[src/rtl/cdc_arb_pkg.sv]
// Shared types and defaults for the pulse arbiter in front of the req/ack CDC channel.
package cdc_arb_pkg;

    typedef enum logic [1:0] {
        IDLE    = 2'd0,
        REQ_HI  = 2'd1,
        WAIT_LO = 2'd2
    } arb_state_e;

    localparam int TMO_CYC_DEF = 64;

endpackage

[src/rtl/rr_pick.sv]
// Round-robin first-set-bit search: returns the first set index at or after ptr, wrapping.
module rr_pick #(
    parameter int NUM_REQ = 4,
    parameter int ID_W    = $clog2(NUM_REQ)
) (
    input  logic [NUM_REQ-1:0] req_vec,
    input  logic [ID_W-1:0]    ptr,
    output logic               vld,
    output logic [ID_W-1:0]    idx
);

    logic [NUM_REQ-1:0] rot;
    logic [ID_W:0]      sum;

    always_comb begin
        vld = 1'b0;
        sum = '0;
        // Doubling the vector turns the wrap-around search into a plain rotate.
        rot = NUM_REQ'({req_vec, req_vec} >> ptr);
        for (int k = 0; k < NUM_REQ; k++) begin
            if (!vld && rot[k]) begin
                vld = 1'b1;
                sum = {1'b0, ptr} + (ID_W+1)'(k);
            end
        end
        if (sum >= (ID_W+1)'(NUM_REQ)) begin
            sum = sum - (ID_W+1)'(NUM_REQ);
        end
        idx = sum[ID_W-1:0];
    end

endmodule

[src/rtl/cdc_pulse_arbiter.sv]
// Counts single-cycle request pulses per requester and serialises them round-robin
// onto one 4-phase req/ack CDC channel, with sticky overflow and handshake-timeout flags.
//
// state   | meaning
// IDLE    | no handshake in flight; grant next pending requester if any
// REQ_HI  | xfer_req high, waiting for ack to rise
// WAIT_LO | xfer_req low, waiting for ack to fall
module cdc_pulse_arbiter
    import cdc_arb_pkg::*;
#(
    parameter int NUM_REQ = 4,
    parameter int CNT_W   = 4,
    parameter int ID_W    = $clog2(NUM_REQ),
    parameter int TMO_CYC = TMO_CYC_DEF
) (
    input  logic               clka,
    input  logic               rsta,
    input  logic [NUM_REQ-1:0] req_pulse,
    output logic               xfer_req,
    output logic [ID_W-1:0]    xfer_id,
    input  logic               xfer_ack,
    output logic               busy,
    output logic               pend_any,
    output logic [NUM_REQ-1:0] err_ovf,
    output logic               err_tmo
);

    localparam int TMR_W = $clog2(TMO_CYC + 1);
    localparam logic [CNT_W-1:0] CNT_MAX = '1;
    localparam logic [TMR_W-1:0] TMR_END = TMR_W'(TMO_CYC);

    arb_state_e         state_q, state_d;
    logic [ID_W-1:0]    rr_q, rr_d;
    logic               xfer_req_q, xfer_req_d;
    logic [ID_W-1:0]    xfer_id_q, xfer_id_d;
    logic [TMR_W-1:0]   timer_q, timer_d;
    logic               err_tmo_q, err_tmo_d;
    logic [NUM_REQ-1:0] err_ovf_q, err_ovf_d;
    logic [CNT_W-1:0]   pend_q [NUM_REQ];
    logic [CNT_W-1:0]   pend_d [NUM_REQ];

    logic [NUM_REQ-1:0] pend_nz;
    logic [NUM_REQ-1:0] dec_vec;
    logic               pick_vld;
    logic [ID_W-1:0]    pick_idx;
    logic               grant;

    always_comb begin
        pend_nz = '0;
        for (int i = 0; i < NUM_REQ; i++) begin
            pend_nz[i] = (pend_q[i] != '0);
        end
    end

    rr_pick #(
        .NUM_REQ (NUM_REQ),
        .ID_W    (ID_W)
    ) u_rr_pick (
        .req_vec (pend_nz),
        .ptr     (rr_q),
        .vld     (pick_vld),
        .idx     (pick_idx)
    );

    always_comb begin
        state_d    = state_q;
        rr_d       = rr_q;
        xfer_req_d = xfer_req_q;
        xfer_id_d  = xfer_id_q;
        grant      = 1'b0;
        case (state_q)
            IDLE: begin
                if (pick_vld) begin
                    grant      = 1'b1;
                    state_d    = REQ_HI;
                    xfer_req_d = 1'b1;
                    xfer_id_d  = pick_idx;
                    rr_d       = (pick_idx == ID_W'(NUM_REQ - 1)) ? '0 : pick_idx + 1'b1;
                end
            end
            REQ_HI: begin
                if (xfer_ack) begin
                    xfer_req_d = 1'b0;
                    state_d    = WAIT_LO;
                end
            end
            WAIT_LO: begin
                if (!xfer_ack) begin
                    state_d = IDLE;
                end
            end
            default: begin
                state_d    = IDLE;
                xfer_req_d = 1'b0;
            end
        endcase

        // Timeout only flags; the handshake itself is never abandoned.
        timer_d = timer_q;
        if (state_d != state_q) begin
            timer_d = '0;
        end else if (state_q != IDLE && timer_q != TMR_END) begin
            timer_d = timer_q + 1'b1;
        end
        err_tmo_d = err_tmo_q | (timer_d == TMR_END);
    end

    always_comb begin
        dec_vec   = '0;
        err_ovf_d = err_ovf_q;
        for (int i = 0; i < NUM_REQ; i++) begin
            dec_vec[i] = grant && (pick_idx == ID_W'(i));
            pend_d[i]  = pend_q[i];
            if (req_pulse[i] && !dec_vec[i]) begin
                if (pend_q[i] == CNT_MAX) begin
                    err_ovf_d[i] = 1'b1;
                end else begin
                    pend_d[i] = pend_q[i] + 1'b1;
                end
            end else if (dec_vec[i] && !req_pulse[i]) begin
                pend_d[i] = pend_q[i] - 1'b1;
            end
        end
    end

    always_ff @(posedge clka) begin
        if (rsta) begin
            state_q    <= IDLE;
            rr_q       <= '0;
            xfer_req_q <= 1'b0;
            xfer_id_q  <= '0;
            timer_q    <= '0;
            err_tmo_q  <= 1'b0;
            err_ovf_q  <= '0;
            for (int i = 0; i < NUM_REQ; i++) begin
                pend_q[i] <= '0;
            end
        end else begin
            state_q    <= state_d;
            rr_q       <= rr_d;
            xfer_req_q <= xfer_req_d;
            xfer_id_q  <= xfer_id_d;
            timer_q    <= timer_d;
            err_tmo_q  <= err_tmo_d;
            err_ovf_q  <= err_ovf_d;
            for (int i = 0; i < NUM_REQ; i++) begin
                pend_q[i] <= pend_d[i];
            end
        end
    end

    assign xfer_req = xfer_req_q;
    assign xfer_id  = xfer_id_q;
    assign busy     = (state_q != IDLE);
    assign pend_any = |pend_nz;
    assign err_ovf  = err_ovf_q;
    assign err_tmo  = err_tmo_q;

endmodule

[config.mk]
export PLATFORM = sky130hd
export DESIGN_NAME = cdc_pulse_arbiter
export DESIGN_NICKNAME = d
export VERILOG_FILES = /design/src/rtl/cdc_arb_pkg.sv /design/src/rtl/rr_pick.sv /design/src/rtl/cdc_pulse_arbiter.sv
export SDC_FILE = /design/constraint.sdc
export NUM_CORES = 1
export LEC_CHECK = 0
export CAP_MARGIN = 10
export CORE_UTILIZATION = 53
export DETAILED_ROUTE_END_ITERATION = 7
export HOLD_SLACK_MARGIN = 0.05
export PLACE_DENSITY = 0.78
export SYNTH_ARGS = -nofsm -noshare
export SYNTH_HDL_FRONTEND = slang
export SYNTH_SLANG_ARGS = --single-unit
export TNS_END_PERCENT = 30
[constraint.sdc]
create_clock -name clka -period 3.26 [get_ports clka]
set_input_delay 0.978 -clock clka [delete_from_list [all_inputs] [get_ports clka]]
set_output_delay 0.978 -clock clka [all_outputs]
set_load 0.05 [all_outputs]
==> out/metrics.csv <==
metric,value,unit
DR WL/cell,14.20,um
"Cell Area, Synth",2247,um2
clock buffer count from CTS,5,
Net Sw Frac,0.4283,
filler cell count,304,
Post-layout nets,314,
RSZ-0062 raised after global routing,yes,
RD Place Congestion,0.8245,
worst skew pair latency,0.28,ns
Mapped Cells,239,
WS Path Type,flip-flop to flip-flop,
crit path max fanout,3,
DRT Wirelength,4.829,mm
syn_nets,264,
footprint of the multi-input gates,1619,um2
Antenna diodes,0,
PortBufs,16,
most area-consuming cells after synthesis,"dfxtp_1 (31%), ha_1 (7.8%), nor2_1 (6.7%)",
non-filler instance count after layout,340,
Die Wd,67.12,um
iteration count of the initial detailed-routing pass,4,
antenna violations before repair,0,
Worst-Margin Slew,0.5573,ns
outcome,"complete, no violations",
largest net degree at the start of global routing,32,
Yosys top cell by area,dfxtp_1,
core box area,4029,um2
Hold Crit Class,flip-flop to flip-flop,
Post-synth ARST share,0,
area share of the largest cell type after synthesis,0.3118,
predominant post-synthesis flop cell,dfxtp_1,
"delay-heaviest family, CP",compound AO/OA/AOI/OAI gates,
grt peak-use layer,met2,
fin util,0.7248,
total clock sinks,35,
Iteration-0 DRC Markers,45,
Die Y,67.12,um
Fmax,308.6,MHz
Reg area,709.4,um2
Antenna Nets Post-Route,0,
clock power share,0.095,
initial core utilization,0.5578,
H-tree Lvls,2,
CTS tree,done,
root buf cell,clkbuf_8,
post-synthesis cell type count,47,
Clock Skew,0.004222,ns
Flop pwr share,0.219,
CP Cell Sequence,or4_4 -> a211oi_2 -> a2bb2oi_2 -> buf_4 -> ha_2 -> nor3b_4 -> o41ai_4 -> nand2_2 -> ha_4 -> a21o_1 -> a21oi_2 -> nor2_1 -> a22oi_1 -> mux2_1,
YS warnings,0,
pwr dens,1074,nW/um2
Worst setup EP type,flip-flop,
sw power,1.343,mW
max incr delay on CP,0.53,ns
Slew HR,0.6279,
total placed cells including tap cells,328,
final worst path period share,0.9939,
final setup fails,0,
logic gate share of total power,0.686,
Internal,1.793,mW
count of flip-flops with a built-in enable after synthesis,0,
vias in the first global route,1836,
I/O pin total,17,
total grt overflow,0,
Clock transition at path regs,0.07,ns
Clock Path Buffers,2,
Critical Path Slowest Stage Cell,or4_4,
global-route wire length before repair,7.893,mm
post-synthesis sequential area ratio,0.3118,
"leading cell type in the layout, fill and taps excluded",nor2_1,
final number of hold-violating endpoints,0,
via count,1897,
drt drc,0,
GRT met1 Usage,0.2845,
synthesis-to-layout area growth,29.96,%
share of layout cells above drive strength 1,0.2690,
mean area per synthesized cell,9.402,um2
max_cap viols,0,
Leakage,1.208,nW
met3 Use GR,0.04623,
Crit path buffers/inverters,1,
"commonest non-fill, non-tap cells in the layout","nor2_1 (40), buf_4 (34), dfxtp_1 (30)",
critical path data required time,3.43,ns
DP HPWL,3.524,mm
Site Rows,23,
WP data arrival,3.41,ns
GRT Util Overall,0.2326,
Final Slew Violations,0,
Final min period,3.240,ns
CP Launch Type,flip-flop,
GR Util met2,0.4088,
register bit count reported by yosys,35,
VDD IR-drop max,0.7757,mV
Die ar.,4504,um2
via/cell ratio,5.579,
==> flip-flops by register name, summed over array words and instances (netlist names) <==
| name | count |
|---|---|
| timer_q | 7 |
| xfer_id | 2 |
| err_ovf | 4 |
| pend_q | 16 |
| state_q | 2 |
| xfer_req | 1 |
| err_tmo | 1 |
| rr_q | 2 |
==> layout make-up <==
class / count / area share
clock inverters: 1 / 0.001714
repair buffers: 50 / 0.1431
multi-input cells: 189 / 0.5544
clock buffers: 7 / 0.02614
inverters: 8 / 0.01028
well taps: 50 / 0.02142
flip-flops and latches: 35 / 0.2429
==> tightest hold or removal path: stages (launching register included) <==
cell and delay (ns):
dfxtp_1 0.33, a31oi_1 0.04, nor2_1 0.07
==> worst paths after layout <==
kind,start,endpoint,slack [ns],depth (start not counted)
max,pend_q[0][1],pend_q[3][3],0.02,14
min,err_ovf[1],err_ovf[1],0.47,2
max reg2reg,pend_q[0][1],pend_q[3][3],0.02,14
min reg2reg,err_ovf[1],err_ovf[1],0.47,2
==> metrics by stage <==
stage	TNS, ns	hold slack (ns)	setup WS (ns)	power (mW)	area (um2)
6_report	0	0.4726	0.02000	3.136	2920
5_1_grt	-0.4159	0.5153	-0.1381	3.370	2920
4_1_cts	-0.01318	0.4739	-0.01318	3.056	2884
3_5_place_dp	-0.3350	0.4575	-0.1392	2.674	2768
3_3_place_gp	0	0.4502	0.01498	2.613	2768
2_1_floorplan	-0.5833	0.4848	-0.1739	2.057	2354
==> synthesized netlist by cell type (2+ instances only) <==
| library cell | instances |
|---|---|
| nor2_1 | 40 |
| dfxtp_1 | 35 |
| ha_1 | 14 |
| mux2i_1 | 12 |
| nand2_1 | 11 |
| xnor2_1 | 10 |
| inv_1 | 8 |
| o21ai_0 | 8 |
| a211oi_1 | 7 |
| a21oi_1 | 7 |
| nor3b_1 | 6 |
| clkbuf_1 | 5 |
| nand2b_1 | 5 |
| a21o_1 | 4 |
| fa_1 | 4 |
| o41ai_4 | 4 |
| xor2_1 | 4 |
| a31oi_1 | 3 |
| mux2_1 | 3 |
| nand4_1 | 3 |
| nor2b_1 | 3 |
| nor3_1 | 3 |
| nor3b_2 | 3 |
| nor4_1 | 3 |
| or4_4 | 3 |
| a211o_1 | 2 |
| a22oi_1 | 2 |
| nand3_1 | 2 |
| nor4_2 | 2 |
| o21a_1 | 2 |
| o21ba_1 | 2 |
| o221ai_1 | 2 |
| o31ai_1 | 2 |
| or3_1 | 2 |
==> logic make-up after synthesis <==
group / after synthesis / synth area share
adder cells (fa/ha/maj): 18 / 0.1136
buffers and inverters: 15 / 0.02840
multiplexers: 15 / 0.06849
AO/OA/AOI/OAI: 52 / 0.2027
XOR/XNOR: 14 / 0.05456
AND/OR/NAND/NOR: 90 / 0.2205
flip-flops: 35 / 0.3118
==> what timing repair did <==
item                       in CTS  in global routing
resized for setup               5                  4
buffers inserted                1                  3
setup endpoints to repair       4                  5
hold buffers                    0                  0
pin swaps                       3                  4
==> power by group through the flow <==
stage	clock [mW]	combinational [mW]	sequential [mW]
after floorplan	0	1.29	0.772
after global routing	0.327	2.34	0.705
after CTS	0.306	2.06	0.686
after global placement	0	1.93	0.688
final	0.298	2.15	0.687
after detailed placement	0	1.98	0.691
==> routing by layer <==
metal / up-vias / share of wire
li1: 973 / -
met1: 900 / 0.49
met2: 20 / 0.48
met3: 4 / 0.022
met4: 0 / 0.0079
met5: - / 0
Note: power is estimated with default switching activity, not from simulation.
==> RTL change, RTL diff (same flow settings) <==
The package constant `TMO_CYC_DEF` goes from 64 to 32.
--- a/src/rtl/cdc_arb_pkg.sv
+++ b/src/rtl/cdc_arb_pkg.sv
@@ -7,7 +7,7 @@
         WAIT_LO = 2'd2
     } arb_state_e;
 
-    localparam int TMO_CYC_DEF = 64;
+    localparam int TMO_CYC_DEF = 32;
 
 endpackage
 
Formal check against the unedited RTL: same outputs for any inputs over 10 cycles, from zero or initial values and one cycle with rsta high; that may be too few to reach the edited logic, so the function may still have changed.
==> RTL change against the unedited design <==
- non-clock buffer count shrank 14
- wire length shrank 9.3%
- final area shrank 10%
- combinational power shrank 29%
- setup slack gained 0.086 ns
- synthesized area shrank 4.8%
- largest cell class unchanged
- critical path type unchanged
- sequential cell count shrank 1
- total power shrank 20%
==> RTL change: results (changes against the unedited design) <==
SETUP PATH
---------------------------------------------------------------------------
Critical Path Start .......................................... pend_q[0][0]$_SDFFE_PP0P_   was pend_q[0][1]$_SDFFE_PP0P_
Reg2Reg Depth ................................................           13   was 14
Reg-to-reg critical path endpoint ............................ pend_q[2][3]$_SDFFE_PP0P_   was pend_q[3][3]$_SDFFE_PP0P_
Reg-to-reg startpoint ........................................ pend_q[0][0]$_SDFFE_PP0P_   was pend_q[0][1]$_SDFFE_PP0P_
Arrival time at the worst endpoint ...........................      3.33 ns   was 3.41 ns
R2R Setup Slk ................................................      0.11 ns   was 0.02 ns

PLACEMENT
---------------------------------------------------------------------------
Dpl cells ....................................................          314   was 328
Routability Congestion .......................................       0.8225   was 0.8245
HPWL after detailed placement ................................      3196 um   was 3524 um

GLOBAL ROUTE
---------------------------------------------------------------------------
Global-route wire length before repair .......................      7445 um   was 7893 um
Maximum number of pins on one net before global-route repair .           21   was 32

CLOCKING
---------------------------------------------------------------------------
# resized after CTS ..........................................            0   was 5
Number of buffers inserted to repair setup after CTS .........            0   was 1

SYNTH
---------------------------------------------------------------------------
Main area contributors after synthesis ....................... dfxtp_1, ha_1, a21oi_1, mux2i_1, xnor2_1   was dfxtp_1, ha_1, nor2_1, mux2i_1, o41ai_4
Sequential fraction of the synthesis area ....................       31.83%   was 31.18%
Leading post-synthesis cells by instance count ............... dfxtp_1, a21oi_1, nand2_1, nor2_1   was nor2_1, dfxtp_1, ha_1, mux2i_1, nand2_1
Avg Synthesized Cell Area ....................................   8.947 um^2   was 9.402 um^2
Count of cell types in the netlist ...........................           45   was 47

FINAL LAYOUT
---------------------------------------------------------------------------
Final-layout clock buffer total ..............................            6   was 7
Sequential share of cell area ................................       25.93%   was 24.29%
Fraction of layout instances using a drive strength above 1 ..       19.93%   was 26.90%
Multi-input gates ............................................          183   was 189
Share of the final layout cell area in multi-input gates .....       54.10%   was 55.44%
Count of non-CTS inverters in the layout .....................           15   was 8
Final Instance Count excl. Fillers ...........................          324   was 340

ROUTING
---------------------------------------------------------------------------
Routed via count .............................................         1832   was 1897
Detailed-route wire length per cell ..........................     13.52 um   was 14.20 um

POWER AND IR DROP
---------------------------------------------------------------------------
Int Power ....................................................   0.001438 W   was 0.001793 W
Combinational Power ..........................................    0.00152 W   was 0.00215 W
Clock-net power ..............................................   0.000323 W   was 0.000298 W
Reported leakage power .......................................     1.109 nW   was 1.208 nW
Maximum vdd drop .............................................    0.5620 mV   was 0.7757 mV

HOLD PATH
---------------------------------------------------------------------------
End point of the worst hold path ............................. xfer_req$_SDFFE_PP0P_   was err_ovf[1]$_SDFFE_PP0P_
Hold path start .............................................. xfer_req$_SDFFE_PP0P_   was err_ovf[1]$_SDFFE_PP0P_

TIMING
---------------------------------------------------------------------------
Clock skew after layout ......................................  0.007109 ns   was 0.004222 ns

STATUS
---------------------------------------------------------------------------
Result of the run ............................................    completed   unchanged

## RTL change: per-layer routing
metal,up-vias,part of all wire [%],wire length (um),GRT usage [%]
met5,-,0,0,0
met4,0,1.3,55,9.239
met3,6,2.6,116,3.819
met2,22,48,2107,39.43
met1,873,48,2101,27.18
li1,931,-,-,-
## RTL change: cell families after synthesis
family / after synthesis / share of synthesized area (%)
and+or+nand+nor: 84 / 22.76
DFF: 34 / 31.83
AOI/OAI and AO/OA: 56 / 18.20
buffers and inverters: 22 / 3.979
muxes: 14 / 6.788
xor gates and xnor gates: 11 / 4.505
adders and majority gates: 18 / 11.94
## RTL change: per-stage QoR
stage	utilization, %	power [W]	hold WS, ns	worst slack (ns)	area, um^2
final	69.61	0.002502	0.4545	0.1063	2625
after global placement	65.49	0.002042	0.4393	0.1065	2470
after global routing	69.61	0.002704	0.4829	-0.05858	2625
after floorplan	-	0.001669	0.4723	0.01460	2143
after CTS	68.02	0.002410	0.4581	0.03019	2565
after detailed placement	65.49	0.002081	0.4453	0.04153	2470
